$ cat src/rtl/gated_pulse_counter.sv
// Gated two-stage pulse counter: counts synchronised rising edges of pulse_i inside a
// measurement gate (stop_i or cycle timeout), then latches the result with a valid/ack handshake.
module gated_pulse_counter #(
  parameter int LO_W        = 10,
  parameter int MODULUS     = 1000,
  parameter int HI_W        = 8,
  parameter int GATE_W      = 20,
  parameter int GATE_CYCLES = 0
) (
  input  logic            clk_i,
  input  logic            rst_n_i,
  input  logic            pulse_i,
  input  logic            start_i,
  input  logic            stop_i,
  input  logic            ack_i,
  output logic            busy_o,
  output logic            wrap_o,
  output logic            valid_o,
  output logic            overflow_o,
  output logic [LO_W-1:0] count_lo_o,
  output logic [HI_W-1:0] count_hi_o
);

  // state | meaning
  // IDLE  | no gate open, no result pending
  // COUNT | gate open, edges accumulate, timer runs
  // HOLD  | result latched on ports, waiting for ack_i
  typedef enum logic [1:0] {IDLE, COUNT, HOLD} state_t;

  localparam logic [LO_W-1:0]   LO_MAX    = LO_W'(MODULUS - 1);
  localparam logic [HI_W-1:0]   HI_MAX    = '1;
  localparam logic [GATE_W-1:0] GATE_LAST = GATE_W'(GATE_CYCLES - 1);
  localparam bit                GATE_EN   = (GATE_CYCLES != 0);

  state_t            state_q;
  logic              sync1_q, sync2_q, sync3_q;
  logic              edge_det;
  logic [LO_W-1:0]   lo_q, lo_d;
  logic [HI_W-1:0]   hi_q, hi_d;
  logic              ovf_q, ovf_d;
  logic              wrap_d;
  logic [GATE_W-1:0] timer_q;
  logic              timeout;
  logic              close_gate;
  logic              open_gate;

  always_ff @(posedge clk_i or negedge rst_n_i) begin
    if (!rst_n_i) begin
      sync1_q <= 1'b0;
      sync2_q <= 1'b0;
      sync3_q <= 1'b0;
    end else begin
      sync1_q <= pulse_i;
      sync2_q <= sync1_q;
      sync3_q <= sync2_q;
    end
  end

  assign edge_det = sync2_q & ~sync3_q;

  // Next running count if an edge lands now; also feeds the result latch on gate close.
  always_comb begin
    lo_d   = lo_q;
    hi_d   = hi_q;
    ovf_d  = ovf_q;
    wrap_d = 1'b0;
    if (edge_det) begin
      if (lo_q != LO_MAX) begin
        lo_d = lo_q + LO_W'(1);
      end else if (hi_q != HI_MAX) begin
        lo_d   = '0;
        hi_d   = hi_q + HI_W'(1);
        wrap_d = 1'b1;
      end else begin
        ovf_d = 1'b1;
      end
    end
  end

  assign timeout    = GATE_EN && (timer_q == GATE_LAST);
  assign close_gate = stop_i || timeout;
  assign open_gate  = start_i && !stop_i;

  always_ff @(posedge clk_i or negedge rst_n_i) begin
    if (!rst_n_i) begin
      state_q    <= IDLE;
      lo_q       <= '0;
      hi_q       <= '0;
      ovf_q      <= 1'b0;
      timer_q    <= '0;
      busy_o     <= 1'b0;
      wrap_o     <= 1'b0;
      valid_o    <= 1'b0;
      overflow_o <= 1'b0;
      count_lo_o <= '0;
      count_hi_o <= '0;
    end else begin
      wrap_o <= 1'b0;
      case (state_q)
        IDLE: begin
          if (open_gate) begin
            state_q <= COUNT;
            busy_o  <= 1'b1;
            lo_q    <= '0;
            hi_q    <= '0;
            ovf_q   <= 1'b0;
            timer_q <= '0;
          end
        end
        COUNT: begin
          lo_q    <= lo_d;
          hi_q    <= hi_d;
          ovf_q   <= ovf_d;
          timer_q <= timer_q + GATE_W'(1);
          if (close_gate) begin
            // A wrap on the closing edge is still counted but not flagged: wrap_o is COUNT-only.
            state_q    <= HOLD;
            busy_o     <= 1'b0;
            valid_o    <= 1'b1;
            count_lo_o <= lo_d;
            count_hi_o <= hi_d;
            overflow_o <= ovf_d;
          end else begin
            wrap_o <= wrap_d;
          end
        end
        HOLD: begin
          if (ack_i) begin
            valid_o <= 1'b0;
            if (open_gate) begin
              state_q <= COUNT;
              busy_o  <= 1'b1;
              lo_q    <= '0;
              hi_q    <= '0;
              ovf_q   <= 1'b0;
              timer_q <= '0;
            end else begin
              state_q <= IDLE;
            end
          end
        end
        default: begin
          state_q <= IDLE;
          busy_o  <= 1'b0;
        end
      endcase
    end
  end

endmodule

$ cat config.mk
export PLATFORM = sky130hd
export DESIGN_NAME = gated_pulse_counter
export DESIGN_NICKNAME = d
export VERILOG_FILES = /design/src/rtl/gated_pulse_counter.sv
export SDC_FILE = /design/constraint.sdc
export NUM_CORES = 1
export LEC_CHECK = 0
export ABC_AREA = 1
export CAP_MARGIN = 10
export CORE_ASPECT_RATIO = 0.9
export CORE_MARGIN = 2
export CORE_UTILIZATION = 47
export DETAILED_ROUTE_END_ITERATION = 10
export PLACE_DENSITY = 0.69
export SYNTH_ARGS = -nofsm -noshare
export SYNTH_HDL_FRONTEND = slang
export SYNTH_SLANG_ARGS = --single-unit
$ cat constraint.sdc
create_clock -name clk_i -period 4.6 [get_ports clk_i]
set_clock_uncertainty 0.15 [all_clocks]
set_input_delay 0.46 -clock clk_i [delete_from_list [all_inputs] [get_ports clk_i]]
set_output_delay 0.46 -clock clk_i [all_outputs]
set_load 0.02 [all_outputs]
Word level (Yosys, flattened, before mapping)
Cells that the tools add are included.
{"block": "classes", "n_bitwise": 2, "multipliers": 0, "n_mux": 35, "div_mod_pow": 0, "n_lt_le_gt_ge": 0, "n_reduce_logical": 10, "add_sub_neg": 2, "eq_ne": 7, "shift": 0}
{"operator": "10-bit 2-to-1 mux", "count": 5}
{"operator": "8-bit 2-to-1 mux", "count": 5}
{"operator": "10-bit case mux with 3 select lines", "count": 1}
{"operator": "8-bit case mux with 3 select lines", "count": 1}
{"operator": "1-bit 2-to-1 mux", "count": 16}
{"operator": "10-bit by 1-bit adder with 10-bit output, second input constant", "count": 1}
{"operator": "10-bit != test, second input constant", "count": 1}
{"operator": "8-bit by 1-bit adder with 8-bit output, second input constant", "count": 1}
{"operator": "8-bit != test, second input constant", "count": 1}
{"operator": "2-bit 2-to-1 mux", "count": 3}
{"operator": "2-bit != test, second input constant", "count": 3}
{"operator": "1-bit case mux with 3 select lines", "count": 2}
{"operator": "2-bit case mux with 3 select lines", "count": 1}
{"operator": "2-bit AND reduction", "count": 3}
{"operator": "3-bit AND reduction", "count": 2}
{"operator": "3-bit nonzero test", "count": 1}
{"operator": "2-bit by 1-bit == test with 1-bit output, second input constant", "count": 1}
{"operator": "2-bit == test, second input constant", "count": 1}
{"operator": "2-bit logical NOT", "count": 1}
{"operator": "1-bit case mux with 2 select lines", "count": 1}
{"operator": "2-bit nonzero test", "count": 1}
{"operator": "1-bit AND", "count": 1}
{"operator": "1-bit logical AND", "count": 1}
{"operator": "1-bit logical NOT", "count": 1}
{"operator": "1-bit NOT", "count": 1}
{"block": "word_totals", "inputBits": 6, "mem_bits_ro": 0, "memories": 0, "out_inout_bits": 22, "wordCells": 69, "ram_bits": 0, "latch_bits": 0, "regBits": 46}

Longest topological paths before layout
Gate-level depths: netlist (run 1).
{"block": "logic_depth", "word_depth": 6, "mapped_depth": 11, "ltp_nobuf": 11}

Worst setup path before layout (run 1)
No wires, ideal clock.
{"block": "synth_timing", "path_kind": "register to register", "startpoint": "register lo_q[0]", "endpoint": "register hi_q[5]", "setup_time_ps": 117, "path_buffers": 1, "slack_ps": 2901, "period_less_slack_ps": 1699, "required_ps": 4333, "arrival_time_ps": 1433, "stages_incl_launch_ff": 12, "path_cell_list": "dfrtp_1 > ha_1 > inv_1 > nor2_1 > nand3_4 > nor2_4 > buf_6 > nand3_1 > nand2_1 > nand2_1 > nand2_1 > nand2_1"}
{"block": "synth_between", "elab_chain_len": 4}
{"element": "from (decl)", "line": "38", "source": "logic [LO_W-1:0] lo_q, lo_d;"}
{"element": "from (signal assigned)", "line": "111", "source": "lo_q <= lo_d;"}
{"element": "10-bit != test", "line": "68", "source": "if (lo_q != LO_MAX) begin"}
{"element": "8-bit 2-to-1 mux", "line": "68"}
{"element": "8-bit 2-to-1 mux", "line": "67", "source": "if (edge_det) begin"}
{"element": "8-bit case mux with 3 select lines", "line": "99", "source": "case (state_q)"}
{"element": "to (signal assigned)", "line": "112", "source": "hi_q <= hi_d;"}
{"element": "to (decl)", "line": "39", "source": "logic [HI_W-1:0] hi_q, hi_d;"}
No other way between the ends.
A chain may end at the register's enable or synchronous reset.

Worst setup path after layout (run 1)
{"block": "layout_timing", "startpoint": "register state_q[0]", "endpoint": "register count_lo_o[1]"}
{"block": "layout_between", "elab_chain_len": 2}
{"element": "from (decl)", "line": "35", "source": "state_t state_q;"}
{"element": "from (signal assigned)", "line": "86", "source": "state_q <= IDLE;"}
{"element": "from (signal assigned)", "line": "102", "source": "state_q <= COUNT;"}
{"element": "from (signal assigned)", "line": "117", "source": "state_q <= HOLD;"}
{"element": "2-bit by 1-bit == test with 1-bit output", "line": "99"}
{"element": "2-bit AND reduction (no line)"}
{"element": "to (signal assigned)", "line": "120", "source": "count_lo_o <= lo_d;"}
{"element": "to (decl)", "line": "20", "source": "output logic [LO_W-1:0] count_lo_o,"}
No other way between the ends.

==> results of run 1 <==
[routing by layer]
| layer | global-route usage | vias up | wire, µm |
|---|---|---|---|
| li1 | - | 1050 | - |
| met1 | 0.289 | 975 | 2590 |
| met2 | 0.306 | 46 | 2210 |
| met3 | 0.0353 | 7 | 212 |
| met4 | 0.0632 | 0 | 44 |
| met5 | 0 | - | 0 |
[kinds of logic (layout without fill, tap and decap cells)]
family / count (synthesis) / after routing
AO/OA/AOI/OAI: 20 / 20
XOR/XNOR: 2 / 2
adder cells (fa/ha/maj): 2 / 2
buffers and inverters: 40 / 67
flip-flops: 46 / 46
AND/OR/NAND/NOR: 206 / 206
[synthesized netlist by cell type]
library cell,instances
a21o_1,1
a21oi_1,2
buf_2,6
buf_4,1
buf_6,1
clkbuf_1,1
dfrtp_1,46
ha_1,2
inv_1,29
inv_2,2
nand2_1,126
nand2_2,2
nand3_1,38
nand3_4,1
nand3b_1,1
nand4_1,8
nor2_1,17
nor2_2,2
nor2_4,4
nor3_1,5
o21ai_0,13
o21ai_1,3
o21bai_2,1
or2_1,2
xnor2_1,1
xor2_1,1
[worst max-delay path, stage by stage, from the launching register on]
cell	delay (ns)
dfrtp_1	0.38
inv_1	0.07
nor2_1	0.08
buf_4	0.27
inv_1	0.10
nor2_2	0.64
inv_2	0.38
nand2_1	0.13
o21ai_0	0.08
[sequential cells by signal (all words and copies together), names as in the netlist]
name / count
count_lo_o: 10
lo_q: 10
count_hi_o: 8
hi_q: 8
state_q: 2
busy_o: 1
overflow_o: 1
ovf_q: 1
sync1_q: 1
sync2_q: 1
sync3_q: 1
valid_o: 1
wrap_o: 1
[cell usage in the layout (no fill, tap or decap)]
| master | n |
|---|---|
| clkbuf_8 | 6 |
| a21oi_1 | 2 |
| xor2_1 | 1 |
| clkinv_2 | 1 |
| nand3b_1 | 1 |
| nand2_2 | 2 |
| nor2_4 | 4 |
| nand2_1 | 126 |
| a21o_1 | 1 |
| buf_2 | 1 |
| nor3_1 | 5 |
| xnor2_1 | 1 |
| o21ai_1 | 3 |
| ha_1 | 2 |
| nor2_1 | 17 |
| nand3_1 | 38 |
| or2_1 | 2 |
| o21bai_2 | 1 |
| clkbuf_1 | 1 |
| o21ai_0 | 13 |
| inv_1 | 29 |
| clkdlybuf4s50_1 | 26 |
| dfrtp_1 | 46 |
| nor2_2 | 2 |
| buf_4 | 1 |
| nand4_1 | 8 |
| nand3_4 | 1 |
| inv_2 | 2 |
[worst min-delay path by stage]
stage,to,cells after the start,slack (ns),start
after floorplan,busy_o,0,0.01,rst_n_i
after detailed placement,sync2_q,0,0.20,sync1_q
after global placement,sync2_q,0,0.19,sync1_q
after global routing,sync2_q,0,0.23,sync1_q
final,sync3_q,1,0.19,rst_n_i
after CTS,sync2_q,0,0.22,sync1_q
[through the flow]
stage / hold WS, ns / utilization
finish: 0.186 / 0.570
global route: 0.227 / 0.570
CTS: 0.222 / 0.570
detailed placement: 0.204 / 0.551
global placement: 0.189 / 0.551
floorplan: 0.0144 / -
[power breakdown]
part | total, mW | internal (mW) | switching (mW)
logic | 0.409 | 0.179 | 0.230
clock network | 0.254 | 0.121 | 0.133
registers | 0.549 | 0.494 | 0.0547
[area by class of cell]
| type | count | area, µm² |
|---|---|---|
| inverter | 31 | 116 |
| clock inverter | 1 | 5.00 |
| tap | 65 | 81.3 |
| fill | 471 | 2090 |
| clock buffer | 7 | 86.3 |
| timing repair buffer | 28 | 273 |
| sequential | 46 | 1150 |
| multi-input combinational | 230 | 1060 |
==> flow_summary_export.csv, run 1 <==
group,metric,value,unit
outcome,status,"complete, no violations",
die,fp.dieW,79.0,µm
routing,vias,2078,
global_routing,antenna_found_initial,0,
synthesis,synth-compound-area-share,0.0457,
sta,hold_viol_final,0,
synthesis,synthAdderAreaFrac,0.0105,
global_routing,track_usage,0.199,
power_and_ir_drop,fin_total_pwr,1.21,mW
clocking,cts_resized,0,
setup_path,cp_max_fo,22,
sta,drv_slew,0,
clocking,cts_hold_buf,0,
setup_path,crit_required,4.62,ns
synthesis,synthXorXnorAreaFrac,0.00736,
clocking,cts_tree,"built",
synthesis,synthesis.area,2380,µm²
routing,drcViolationCount,0,
clocking,cts_sinks,46,
synthesis,ys_types,26,
placement,dp_hpwl,3380,µm
power_and_ir_drop,ir_drop,0.231,mV
job,maxCapViolations,0,
synthesis,synth.ff_latch_count,46,
layout,n_antenna_cell,0,
sta,rsz0062_at_grt,"false",
die,initial_core_util,0.489,
clocking,cts_max_level,2,
synthesis,syn_nets,324,
sta,layout_worst_path_cycle_share,0.524,
routing,via_per_inst,5.09,
sta,finalSetupTns,0,ns
synthesis,synth.largest_area_cell,"dfrtp_1",
synthesis,yosys.area_share.simple,0.382,
die,std_cell_rows,24,
setup_path,cp.arrival,2.43,ns
clocking,clk_path_buf_depth,2,
routing,ant_nets,0,
synthesis,avgSynthCellArea,7.53,µm²
clocking,cts_buffers,5,
placement,dp_worst_setup_slack,1.86,ns
die,die_y,71.5,µm
synthesis,yosys_warnings,0,
min_path,min_path_type,"in2async",
placement,dpl-instance-area,2680,µm²
synthesis,synth_mux_area_frac,0,
placement,routabilityCongestion,0.836,
routing,drtIter0Drc,181,
setup_path,worst-setup-path-type,"reg2reg",
sta,setup_ws,2.19,ns
die,io-pin-count,28,
setup_path,r2r_setup_slack,2.19,ns
die,core_area,4860,µm²
die,dieArea,5650,µm²
sta,fmax,415,MHz
setup_path,end_kind,"flop",
layout,nets,350,
placement,numPortBuffers,27,
sta,finalCriticalPeriod,2.41,ns
global_routing,grt_pass1_vias,1999,
setup_path,worst_setup_path_start_kind,"flop",
layout,drive_gt1_frac,0.0612,
sta,setup_viol,0,
layout,final_cells,408,
synthesis,yosysTopAreaCellShare,0.483,
clocking,clock_latency,0.30,ns
sta,max_slew_margin,0.196,
synthesis,synthTopCellsByArea,"dfrtp_1 48%, nand2_1 20%, nand3_1 8.0%, inv_1 4.6%, o21ai_0 2.7%",
clocking,cts-root-buf,"clkbuf_8",
synthesis,syn_inst,316,
global_routing,grt_max_degree,47,
power_and_ir_drop,leakage,1.37,nW
global_routing,grt_pass1_wl,8980,µm
setup_path,r2r_end,"count_lo_o[1]",
routing,drtPass1Iterations,4,
routing,routed_wl,5050,µm
setup_path,worstSetupStartpoint,"state_q[0]",
layout,syn_to_final_growth,16.5,%
setup_path,rr_worst_depth,8,
power_and_ir_drop,cellPowerDensity,437,nW/µm²
sta,max_slew.worst_pin.slew,1.20,ns
layout,final_cell_area,2770,µm²
synthesis,seq_area_frac_synth,0.483,
global_routing,overflow,0,
setup_path,crit_end,"count_lo_o[1]",
clocking,post-cts-setup-buffers,0,
clocking,path_clk_slew,0.08,ns
synthesis,synth_top_family_by_area,"simple AND/OR/NAND/NOR gates",
routing,routedWlPerCell,12.4,µm
placement,dp_cells,400,
setup_path,reg2reg_from,"state_q[0]",
(Power assumes the default switching activity.)
==> inputs of run 2 (changes only) <==
clock period = 2.45 ns   (was 4.6 ns; I/O delays follow)
==> run 2 against run 1 <==
Effect of this change: design area up 2.5%; total power is 98% higher; worst setup slack worse by 1.9 ns; core utilization is 1.4 points higher; flip-flop and latch count did not move; critical path depth rose by 3; register-to-register slack worse by 1.9 ns.
==> flow_summary_export.csv, run 2 (synthesized netlist as in run 1, its figures left out) <==
group,metric,value,unit
clocking,cts_tree,"built",
layout,nets,356,
sta,max_slew_margin,0.565,
routing,routedWlPerCell,13.1,µm
setup_path,crit_chain,"ha_1 -> nand2_1 -> nor2_2 -> nand2_1 -> inv_1 -> nor2_1 -> nor2_1 -> nand2_1 -> nand2_1 -> nand2_1 -> nand2_1",
routing,via_per_inst,5.08,
global_routing,overflow,0,
die,die_y,71.5,µm
power_and_ir_drop,fin_total_pwr,2.40,mW
setup_path,crit_top_cell,"nand2_1",
layout,n_antenna_cell,0,
clocking,post-cts-setup-buffers,0,
clocking,clock_latency,0.31,ns
placement,routabilityCongestion,0.835,
placement,dp_hpwl,3820,µm
global_routing,grt_pass1_vias,2152,
sta,finalSetupTns,0,ns
job,maxCapViolations,0,
layout,seq_area,1150,µm²
sta,max_slew.worst_pin.slew,0.648,ns
global_routing,track_usage,0.219,
routing,ant_nets,0,
clocking,cts_max_level,2,
layout,top_regs,"count_lo_o (10), lo_q (10)",
setup_path,end_kind,"flop",
layout,fillers,450,
setup_path,slowest_stage,"dfrtp_1",
layout,drive_gt1_frac,0.0774,
setup_path,cp_max_fo,15,
clocking,path_clk_slew,0.09,ns
sta,finalCriticalPeriod,2.17,ns
routing,drcViolationCount,0,
setup_path,worst_setup_path_start_kind,"flop",
sta,layout_worst_path_cycle_share,0.887,
setup_path,slowest_delay,0.41,ns
routing,drtPass1Iterations,6,
clocking,cts_sinks,46,
sta,hold_viol_final,0,
routing,vias,2105,
layout,mostFrequentLayoutCell,"nand2_1",
setup_path,crit_required,2.51,ns
layout,mostFrequentLayoutCells,"126 x nand2_1, 46 x dfrtp_1, 38 x nand3_1",
die,dieArea,5650,µm²
global_routing,grt_max_degree,23,
layout,syn_to_final_growth,19.4,%
sta,setup_viol,0,
die,core_area,4860,µm²
die,io-pin-count,28,
outcome,status,"complete, no violations",
layout,multi_input_area,1060,µm²
die,initial_core_util,0.489,
sta,holdWs,0.210,ns
placement,numPortBuffers,27,
die,std_cell_rows,24,
routing,drtIter0Drc,61,
die,fp.dieW,79.0,µm
power_and_ir_drop,leakage,1.40,nW
sta,rsz0062_at_grt,"false",
setup_path,worst-setup-path-type,"reg2reg",
global_routing,antenna_found_initial,0,
sta,drv_slew,0,
power_and_ir_drop,cellPowerDensity,845,nW/µm²
setup_path,cpLargestDelayFamily,"simple AND/OR/NAND/NOR gates",
sta,fmax,460,MHz
min_path,min_path_type,"reg2reg",
clocking,clk_path_buf_depth,2,
routing,routed_wl,5440,µm
clocking,cts-root-buf,"clkbuf_8",
setup_path,worst-path-buf-inv,1,
global_routing,grt_pass1_wl,9740,µm
power_and_ir_drop,ir_drop,0.488,mV
clocking,cts_buffers,5,
setup_path,cp.arrival,2.23,ns
[run 2: cell count changes in the layout (fill, tap and decap cells not counted), sizes merged]
cell         before  now
clkinv            1    0
dlygate4sd3       0    1
clkbuf            7    5
buf               2    7
clkinvlp          0    2
bufinv            0    1
[run 2: stage by stage]
stage / cell area, µm² / util / cells / setup WS [ns]
3_5_place_dp: 2720 / 0.559 / 405 / 0.371
4_1_cts: 2840 / 0.585 / 414 / 0.289
5_1_grt: 2840 / 0.585 / 414 / 0.0876
2_1_floorplan: 2380 / - / 316 / 0.751
6_report: 2840 / 0.585 / 414 / 0.276
3_3_place_gp: 2720 / 0.559 / 405 / 0.376
[run 2: routing by layer]
metal,share of wire,GRT usage
met5,0,0
met4,0.013,0.0613
met2,0.46,0.361
met1,0.48,0.298
met3,0.040,0.0428
[run 2: where the power goes]
part / internal [mW] / total, mW / switching [mW]
Clock: 0.304 / 0.579 / 0.276
Sequential: 0.928 / 1.03 / 0.107
Combinational: 0.349 / 0.789 / 0.439
[run 2: worst paths after layout]
path	start	endpoint	slack, ns	cells past startpoint
worst max-delay path	hi_q[0]	lo_q[8]	0.28	11
worst min-delay path	sync1_q	sync2_q	0.21	0
worst max register to register	hi_q[0]	lo_q[8]	0.28	11
worst min register to register	sync1_q	sync2_q	0.21	0
max in group asynchronous	rst_n_i	hi_q[6]	1.35	3
min in group asynchronous	rst_n_i	sync3_q	0.23	2
[run 2: what timing repair did]
item,in CTS,in global routing
setup endpoints to repair,0,0
resized for setup,0,0
hold endpoints to repair,15,0
hold buffers,1,0
[run 2: cell type report]
type / instances / area share
clock buffers: 5 / 0.0242
clock inverters: 3 / 0.0158
inverters: 31 / 0.0409
multi-input cells: 230 / 0.373
flip-flops and latches: 46 / 0.405
well taps: 65 / 0.0286
repair buffers: 34 / 0.113
